==> src/rtl/spi_reg_sequencer_if.sv <==
// Bundles the control/write handshake and SPI pins of spi_reg_sequencer.
// Use the master modport on the driving side and the slave modport on the sequencer.
interface spi_reg_sequencer_if #(
  parameter int unsigned ADDR_W = 7,
  parameter int unsigned DATA_W = 9
);
  logic              start;
  logic              wr_valid;
  logic [ADDR_W-1:0] wr_addr;
  logic [DATA_W-1:0] wr_data;
  logic              wr_ready;
  logic              spi_sck;
  logic              spi_mosi;
  logic              spi_cs;
  logic              busy;
  logic              done;
  logic [7:0]        index;

  modport master (
    output start, wr_valid, wr_addr, wr_data,
    input  wr_ready, spi_sck, spi_mosi, spi_cs, busy, done, index
  );

  modport slave (
    input  start, wr_valid, wr_addr, wr_data,
    output wr_ready, spi_sck, spi_mosi, spi_cs, busy, done, index
  );
endinterface

==> src/rtl/spi_reg_sequencer.sv <==
// Streams a constant {addr,data} register table out over SPI after reset or on start,
// and sends single on-demand register writes once the table run has completed.
module spi_reg_sequencer #(
  parameter int unsigned NUM_REGS   = 11,
  parameter int unsigned ADDR_W     = 7,
  parameter int unsigned DATA_W     = 9,
  parameter logic [NUM_REGS*(ADDR_W+DATA_W)-1:0] INIT_TABLE = '0,
  parameter int unsigned CLK_DIV    = 2,
  parameter int unsigned GAP_CYC    = 4,
  parameter bit          AUTO_START = 1'b1
) (
  input logic                clk,
  input logic                reset,
  spi_reg_sequencer_if.slave bus
);

  localparam int unsigned W      = ADDR_W + DATA_W;
  localparam int unsigned CntMax = (CLK_DIV > GAP_CYC) ? CLK_DIV : GAP_CYC;
  localparam int unsigned CntW   = (CntMax > 1) ? $clog2(CntMax) : 1;
  localparam int unsigned BitW   = $clog2(W);

  localparam logic [CntW-1:0] DivLast = CntW'(CLK_DIV - 1);
  localparam logic [CntW-1:0] GapLast = CntW'(GAP_CYC - 1);
  localparam logic [BitW-1:0] BitLast = BitW'(W - 1);
  localparam logic [7:0]      IdxLast = 8'(NUM_REGS - 1);

  typedef enum logic [2:0] {StIdle, StSetup, StShift, StHold, StGap} state_e;

  state_e          state_q, state_d;
  logic [CntW-1:0] cnt_q, cnt_d;
  logic [BitW-1:0] bit_q, bit_d;
  logic            sck_hi_q, sck_hi_d;
  logic [W-1:0]    shift_q, shift_d;
  logic [7:0]      index_q, index_d;
  logic            done_q, done_d;
  logic            wr_mode_q, wr_mode_d;
  logic            auto_q, auto_d;
  logic            wr_ready;

  function automatic logic [W-1:0] table_entry(input logic [7:0] i);
    return INIT_TABLE[i*W +: W];
  endfunction

  assign wr_ready = (state_q == StIdle) && done_q && !bus.start;

  always_comb begin
    state_d   = state_q;
    cnt_d     = cnt_q;
    bit_d     = bit_q;
    sck_hi_d  = sck_hi_q;
    shift_d   = shift_q;
    index_d   = index_q;
    done_d    = done_q;
    wr_mode_d = wr_mode_q;
    auto_d    = auto_q;

    unique case (state_q)
      StIdle: begin
        // A table run (start or pending auto-start) always wins over a write request.
        if (bus.start || auto_q) begin
          state_d   = StSetup;
          cnt_d     = '0;
          index_d   = '0;
          done_d    = 1'b0;
          wr_mode_d = 1'b0;
          auto_d    = 1'b0;
          shift_d   = table_entry(8'd0);
        end else if (bus.wr_valid && wr_ready) begin
          state_d   = StSetup;
          cnt_d     = '0;
          wr_mode_d = 1'b1;
          shift_d   = {bus.wr_addr, bus.wr_data};
        end
      end
      StSetup: begin
        if (cnt_q == DivLast) begin
          state_d  = StShift;
          cnt_d    = '0;
          bit_d    = '0;
          sck_hi_d = 1'b0;
        end else begin
          cnt_d = cnt_q + CntW'(1);
        end
      end
      StShift: begin
        if (cnt_q == DivLast) begin
          cnt_d = '0;
          if (!sck_hi_q) begin
            sck_hi_d = 1'b1;
          end else if (bit_q == BitLast) begin
            state_d  = StHold;
            sck_hi_d = 1'b0;
          end else begin
            // Advance mosi on the falling edge so it is stable across the next rise.
            bit_d    = bit_q + BitW'(1);
            sck_hi_d = 1'b0;
            shift_d  = {shift_q[W-2:0], 1'b0};
          end
        end else begin
          cnt_d = cnt_q + CntW'(1);
        end
      end
      StHold: begin
        if (cnt_q == DivLast) begin
          state_d = StGap;
          cnt_d   = '0;
        end else begin
          cnt_d = cnt_q + CntW'(1);
        end
      end
      StGap: begin
        if (cnt_q == GapLast) begin
          cnt_d = '0;
          if (wr_mode_q) begin
            state_d   = StIdle;
            wr_mode_d = 1'b0;
          end else if (index_q == IdxLast) begin
            state_d = StIdle;
            done_d  = 1'b1;
          end else begin
            state_d = StSetup;
            index_d = index_q + 8'd1;
            shift_d = table_entry(index_q + 8'd1);
          end
        end else begin
          cnt_d = cnt_q + CntW'(1);
        end
      end
      default: state_d = StIdle;
    endcase
  end

  always_ff @(posedge clk) begin
    if (reset) begin
      state_q   <= StIdle;
      cnt_q     <= '0;
      bit_q     <= '0;
      sck_hi_q  <= 1'b0;
      shift_q   <= '0;
      index_q   <= '0;
      done_q    <= 1'b0;
      wr_mode_q <= 1'b0;
      auto_q    <= AUTO_START;
    end else begin
      state_q   <= state_d;
      cnt_q     <= cnt_d;
      bit_q     <= bit_d;
      sck_hi_q  <= sck_hi_d;
      shift_q   <= shift_d;
      index_q   <= index_d;
      done_q    <= done_d;
      wr_mode_q <= wr_mode_d;
      auto_q    <= auto_d;
    end
  end

  logic cs_active;
  assign cs_active = (state_q == StSetup) || (state_q == StShift) || (state_q == StHold);

  assign bus.spi_cs   = !cs_active;
  assign bus.spi_sck  = (state_q == StShift) && sck_hi_q;
  assign bus.spi_mosi = cs_active && shift_q[W-1];
  assign bus.busy     = (state_q != StIdle);
  assign bus.done     = done_q;
  assign bus.index    = index_q;
  assign bus.wr_ready = wr_ready;

endmodule

==> src/flat_wrapper.sv <==
// flat-port wrapper written by rule: the top's interface ports become plain ports
module spi_reg_sequencer_flat 
#(
  parameter int unsigned NUM_REGS   = 11,
  parameter int unsigned ADDR_W     = 7,
  parameter int unsigned DATA_W     = 9,
  parameter logic [NUM_REGS*(ADDR_W+DATA_W)-1:0] INIT_TABLE = '0,
  parameter int unsigned CLK_DIV    = 2,
  parameter int unsigned GAP_CYC    = 4,
  parameter bit          AUTO_START = 1'b1
)
  (clk, reset, bus_start, bus_wr_valid, bus_wr_addr, bus_wr_data, bus_wr_ready, bus_spi_sck, bus_spi_mosi, bus_spi_cs, bus_busy, bus_done, bus_index);
  spi_reg_sequencer_if #(.ADDR_W(ADDR_W), .DATA_W(DATA_W)) bus_i ();
  input logic clk;
  input logic reset;
  input wire logic [$bits(bus_i.start)-1:0] bus_start;
  input wire logic [$bits(bus_i.wr_valid)-1:0] bus_wr_valid;
  input wire logic [$bits(bus_i.wr_addr)-1:0] bus_wr_addr;
  input wire logic [$bits(bus_i.wr_data)-1:0] bus_wr_data;
  output wire logic [$bits(bus_i.wr_ready)-1:0] bus_wr_ready;
  output wire logic [$bits(bus_i.spi_sck)-1:0] bus_spi_sck;
  output wire logic [$bits(bus_i.spi_mosi)-1:0] bus_spi_mosi;
  output wire logic [$bits(bus_i.spi_cs)-1:0] bus_spi_cs;
  output wire logic [$bits(bus_i.busy)-1:0] bus_busy;
  output wire logic [$bits(bus_i.done)-1:0] bus_done;
  output wire logic [$bits(bus_i.index)-1:0] bus_index;
  assign bus_i.start = bus_start;
  assign bus_i.wr_valid = bus_wr_valid;
  assign bus_i.wr_addr = bus_wr_addr;
  assign bus_i.wr_data = bus_wr_data;
  assign bus_wr_ready = bus_i.wr_ready;
  assign bus_spi_sck = bus_i.spi_sck;
  assign bus_spi_mosi = bus_i.spi_mosi;
  assign bus_spi_cs = bus_i.spi_cs;
  assign bus_busy = bus_i.busy;
  assign bus_done = bus_i.done;
  assign bus_index = bus_i.index;
  spi_reg_sequencer #(.NUM_REGS(NUM_REGS), .ADDR_W(ADDR_W), .DATA_W(DATA_W), .INIT_TABLE(INIT_TABLE), .CLK_DIV(CLK_DIV), .GAP_CYC(GAP_CYC), .AUTO_START(AUTO_START)) u_core (.clk(clk), .reset(reset), .bus(bus_i));
endmodule
==> config.mk <==
export PLATFORM = sky130hd
export DESIGN_NAME = spi_reg_sequencer_flat
export DESIGN_NICKNAME = d
export VERILOG_FILES = /design/src/rtl/spi_reg_sequencer_if.sv /design/src/rtl/spi_reg_sequencer.sv /design/src/flat_wrapper.sv
export SDC_FILE = /design/constraint.sdc
export NUM_CORES = 1
export LEC_CHECK = 0
export ABC_AREA = 1
export BUFFER_PORTS_ARGS = -buffer_cell sky130_fd_sc_hd__buf_2
export CORE_AREA = 2 2 67 69
export CTS_BUF_LIST = sky130_fd_sc_hd__clkbuf_8
export CTS_CLUSTER_DIAMETER = 150
export DETAILED_ROUTE_END_ITERATION = 16
export DIE_AREA = 0 0 69 71
export PLACE_DENSITY_LB_ADDON = 0.15
export SLEW_MARGIN = 20
export SYNTH_ARGS = -nofsm -noshare
export SYNTH_HDL_FRONTEND = slang
export SYNTH_SLANG_ARGS = --single-unit
==> constraint.sdc <==
create_clock -name clk -period 2.2 [get_ports clk]
set_clock_uncertainty 0.05 [all_clocks]
set_input_delay 0.11 -clock clk [delete_from_list [all_inputs] [get_ports clk]]
set_output_delay 0.11 -clock clk [all_outputs]
set_load 0.1 [all_outputs]
== After elaboration in Yosys (flattened, before gate mapping) ==
Cells that the tools add are included.

* Register bits: 37
* Input bits: 20
* Logic and storage cells: 107

* Shift-type cells: 1
* $add $sub $neg: 3
* Muxes and demuxes: 48
* Equality and inequality tests: 20
* Reductions and logical operators: 26

{| class="wikitable"
|+ Operators with widths
! kind !! number
|-
| $shiftx 176x13->16 const A || 1
|-
| $mux 16 || 8
|-
| $pmux 16 s3 || 1
|-
| $mux 8 || 4
|-
| $mux 3 || 9
|-
| $mux 4 || 4
|-
| $pmux 8 s2 || 1
|-
| $pmux 3 s5 || 1
|-
| $reduce_and 5->1 || 3
|-
| $ne 2x1->1 const B || 7
|-
| $mux 1 || 11
|-
| $reduce_bool 3->1 || 3
|-
| $add 8x1->8 const B || 1
|-
| $eq 8x4->1 const B || 1
|-
| $mux 2 || 4
|-
| $ne 2x2->1 const B || 4
|-
| $pmux 4 s2 || 1
|-
| $reduce_and 8->1 || 1
|-
| $reduce_and 7->1 || 1
|-
| $eq 3x2->1 const B || 2
|-
| $pmux 1 s2 || 3
|-
| $pmux 2 s3 || 1
|-
| $reduce_and 3->1 || 2
|-
| $logic_and 1x1->1 || 5
|-
| other kinds (14) || 19
|}

== Depth between registers and ports, before layout ==
* Depth after elaboration: 7
* Mapped depth: 11

== Worst setup path after synthesis ==
OpenSTA, ideal clock, no wires.

* Path type: reg-to-output
* From: register u_core.state_q[1]
* To: output port bus_wr_ready
* Data required time: 2.040 ns
* Cell stages (with the launch flop): 4
* Arrival time: 3.440 ns
* Setup slack: -1.400 ns
* Cell sequence: dfxtp_1 > nor2_4 > nand2_1 > nor3_1

* Longest elaborated chain between the ends: 3

{| class="wikitable"
|+ Ends and longest elaborated chain
! item !! RTL line !! text
|-
| start: declaration || spi_reg_sequencer.sv:29 || <nowiki>state_e state_q, state_d;</nowiki>
|-
| start signal: assignment || spi_reg_sequencer.sv:135 || <nowiki>state_q <= StIdle;</nowiki>
|-
| start signal: assignment || spi_reg_sequencer.sv:145 || <nowiki>state_q <= state_d;</nowiki>
|-
| $logic_not 3->1 || spi_reg_sequencer.sv:44 || <nowiki>assign wr_ready = (state_q == StIdle) && done_q && !bus.start;</nowiki>
|-
| $logic_and 1x1->1 (2 in a row) || spi_reg_sequencer.sv:44 ||
|-
| end: declaration || flat_wrapper.sv:20 || <nowiki>output wire logic [$bits(bus_i.wr_ready)-1:0] bus_wr_ready;</nowiki>
|}

No other way between the ends.

== Worst setup path after layout ==
* From: register u_core.state_q[1]
* To: output port bus_spi_mosi

* Longest elaborated chain between the ends: 4
* Elaborated cells on any way between the ends: 6
* Classes of those cells: eq/ne: 3; reduce/logical: 3

{| class="wikitable"
|+ Ends and longest elaborated chain
! item !! RTL line !! text
|-
| $eq 3x1->1 / $eq 3x2->1 (equally long branches) || spi_reg_sequencer.sv:158 || <nowiki>assign cs_active = (state_q == StSetup) || (state_q == StShift) || (state_q == StHold);</nowiki>
|-
| $logic_or 1x1->1 || spi_reg_sequencer.sv:158 ||
|-
| $logic_or 1x1->1 (*) || spi_reg_sequencer.sv:158 ||
|-
| $logic_and 1x1->1 (*) || spi_reg_sequencer.sv:162 || <nowiki>assign bus.spi_mosi = cs_active && shift_q[W-1];</nowiki>
|-
| end: declaration || flat_wrapper.sv:22 || <nowiki>output wire logic [$bits(bus_i.spi_mosi)-1:0] bus_spi_mosi;</nowiki>
|}

Mark *: on every way between the ends. The rest lies on a longest branch, timed or not.

==> flow_metrics.py <==
metrics = {
    "logic_synthesis": {
        "synth_fa_ha_area_share_pct": 3.13,
        "synth-simple-area-share_pct": 46.4,
        "synth_area_leaders": "dfxtp_1, nor2_1, nand2_1",
        "netlist_instances": 388,
        "synth-async-reset-ratio_pct": 0,
        "yosysTopAreaCell": "dfxtp_1",
        "synth.distinct_cells": 30,
        "synth_compound_area_share_pct": 6.27,
        "ys_top_cells_by_count": "nor2_1, nand2_1, inv_1, dfxtp_1, nand3_1",
        "yosysWarnings": 0,
        "syn_area_um2": 2390,
        "synthFlopType": "dfxtp_1",
        "synthXorXnorAreaFrac_pct": 1.10,
        "synth.net_count": 414,
        "avgSynthCellArea_um2": 6.17,
        "yosysTopAreaCellShare_pct": 30.9,
        "synth_edf_count": 0,
        "yosysSeqAreaShare_pct": 30.9,
        "ys_ff_latch": 37,
        "synth.area.mux_share_pct": 0,
        "yosysMostFrequentCell": "nor2_1",
        "synth_top_family_by_area": "simple AND/OR/NAND/NOR gates",
    },
    "timing": {
        "fin_tns_setup_ps": 0,
        "final.period_utilization_pct": 83.7,
        "rsz0062_at_grt": "no",
        "tightestPinTransition_ps": 542,
        "min_period_ps": 1840,
        "clock.fmax_ghz": 0.543,
        "setup_viol": 0,
        "hold_violations": 0,
        "slew_violations": 0,
        "slew_headroom_pct": 63.5,
    },
    "placed_design": {
        "dp_hpwl_um": 3740,
        "gp_congestion": 0.819,
        "portBuffers": 33,
    },
    "global_routing": {
        "grt_usage_pct": 22.3,
        "grt_pass1_wl_um": 9050,
        "grt_max_degree": 18,
        "antenna_found_initial": 0,
        "grt-ovfl-total": 0,
        "grt_pass1_vias": 2080,
    },
    "power": {
        "internal_power_uw": 1580,
        "peakVddDrop_mv": 0.827,
        "static-leakage-power_uw": 0.00126,
        "pwr-share-comb_pct": 54.3,
        "switching_share_pct": 50.0,
        "power_density_nw_per_um2": 1180,
        "finalPower_uw": 3160,
        "pwr-share-seq_pct": 31.3,
        "power.share.clock_pct": 14.4,
        "switchingPower_uw": 1580,
    },
    "setup_path": {
        "critPathMaxFanout": 7,
        "critPathSlowestCell": "dfxtp_1",
        "path_class": "register to primary output",
        "cp.required_ps": 2040,
        "critical_path.cell_chain": "nor2_4 > nor2_1 > inv_1 > nor2_2 > buf_2",
        "worstPathArrival_ps": 1680,
        "critPathMaxStageDelay_ps": 480,
        "end_kind": "primary output",
        "start_kind": "register",
    },
    "clock_tree": {
        "htree_levels": 2,
        "cts-root-buf": "clkbuf_8",
        "clockBufferDepth": 2,
        "ctsHoldBuffers": 0,
        "clock_sinks": 37,
        "cts_resized": 0,
        "path_clk_slew_ps": 70,
        "cts_tree": "yes",
        "clock_latency_ps": 290,
        "cts_setup_buffers": 0,
        "cts_inserted_buffers": 5,
    },
    "detailed_routing": {
        "drt_iter0_drc": 124,
        "via_per_inst": 4.93,
        "vias": 2332,
        "ant_nets": 0,
        "firstDrtPassIters": 4,
        "post_drt_wl_per_cell_um": 11.0,
        "drt_wl_total_um": 5190,
        "drc": 0,
    },
    "floorplanning": {
        "fp-row-count": 24,
        "die_h_um": 71,
        "dieArea_um2": 4900,
        "core_area_um2": 4200,
        "initial_core_util_pct": 57.0,
        "die_w_um": 69,
        "ios": 34,
    },
    "job": {
        "maxCapViolations": 0,
    },
    "run_status": {
        "status": "finished, final reports clean",
    },
    "final_layout": {
        "drive_gt1_share_pct": 21.4,
        "fin_nets": 446,
        "antenna_cells": 0,
        "fillers": 395,
        "area_delta_synth_final_pct": 11.2,
    },
    "hold_path": {
        "hold_path_class": "input port to register",
    },
}
## cell usage in the layout (no fill, tap or decap), drive strengths merged, types with 2 or more instances in the layout
cell type and instances:
inv 52, o21ai 7, clkinv 3, ha 6
nor3 3, xor2 2, buf 37, nand2 96
a21oi 16, dfxtp 37, nand3 28, nor2 117
nand4 6, clkbuf 5
## cells by family (layout without fill, tap and decap cells)
kind of cell | count (synthesis) | in the layout
flops | 37 | 37
simple gates | 252 | 252
buf+inv | 64 | 97
xor+xnor | 3 | 3
fa+ha+maj | 6 | 6
compound gates | 26 | 26
## layer usage
metal	vias to the layer above	global-route usage, %	share of wire [%]
met1	1039	28.5	48
met3	5	5.13	5.1
met2	44	37.7	46
met4	0	6.97	1.1
li1	1244	-	-
met5	-	0	0
## final timing paths
check / startpoint / endpoint / slack [ps] / cells after the start
setup / recovery: u_core.state_q[1] / bus_spi_mosi / 360 / 5
hold / removal: bus_wr_valid / u_core.wr_mode_q / 80 / 3
setup reg to reg: u_core.state_q[1] / u_core.shift_q[4] / 370 / 8
hold reg to reg: u_core.wr_mode_q / u_core.wr_mode_q / 420 / 2
## worst max-delay path, delay by kind of cell (launching register included)
family,cells,cell delay (ps)
buffers and inverters,2,550
DFF,1,480
and+or+nand+nor,3,360
## through the flow
stage / area (um2) / hold WS [ps] / util, % / std cells / worst slack (ps)
finish: 2660 / 78.9 / 63.4 / 473 / 358
global route: 2660 / 106 / 63.4 / 473 / 182
CTS: 2660 / 71.7 / 63.4 / 473 / 372
detailed placement: 2580 / 381 / 61.4 / 465 / 381
global placement: 2580 / 383 / 61.4 / 465 / 480
floorplan: 2420 / 139 / - / 388 / 37.5
## layout make-up
cell class / instances / area (um2) / area share [%]
Multi-Input combinational cell: 287 / 1380 / 51.9
Sequential cell: 37 / 744 / 27.9
Timing Repair Buffer: 37 / 195 / 7.33
Inverter: 52 / 195 / 7.33
Clock buffer: 5 / 68.8 / 2.58
Tap cell: 52 / 65.1 / 2.44
Clock inverter: 3 / 13.8 / 0.517
## power by group through the flow
stage / clock network, uW / logic, uW / registers [uW]
6_report: 454 / 1710 / 989
5_1_grt: 493 / 1930 / 1020
4_1_cts: 469 / 1720 / 988
3_5_place_dp: 0 / 1710 / 1000
3_3_place_gp: 0 / 1690 / 997
2_1_floorplan: 0 / 1490 / 980
## flip-flops by register name (all words and copies together) (netlist names)
signal and count:
u_core.bit_q 4, u_core.auto_q 1, u_core.wr_mode_q 1, u_core.sck_hi_q 1, u_core.bus.done 1, u_core.cnt_q 2, u_core.state_q 3, u_core.bus.index 8
u_core.shift_q 16
(Power assumes the default switching activity.)
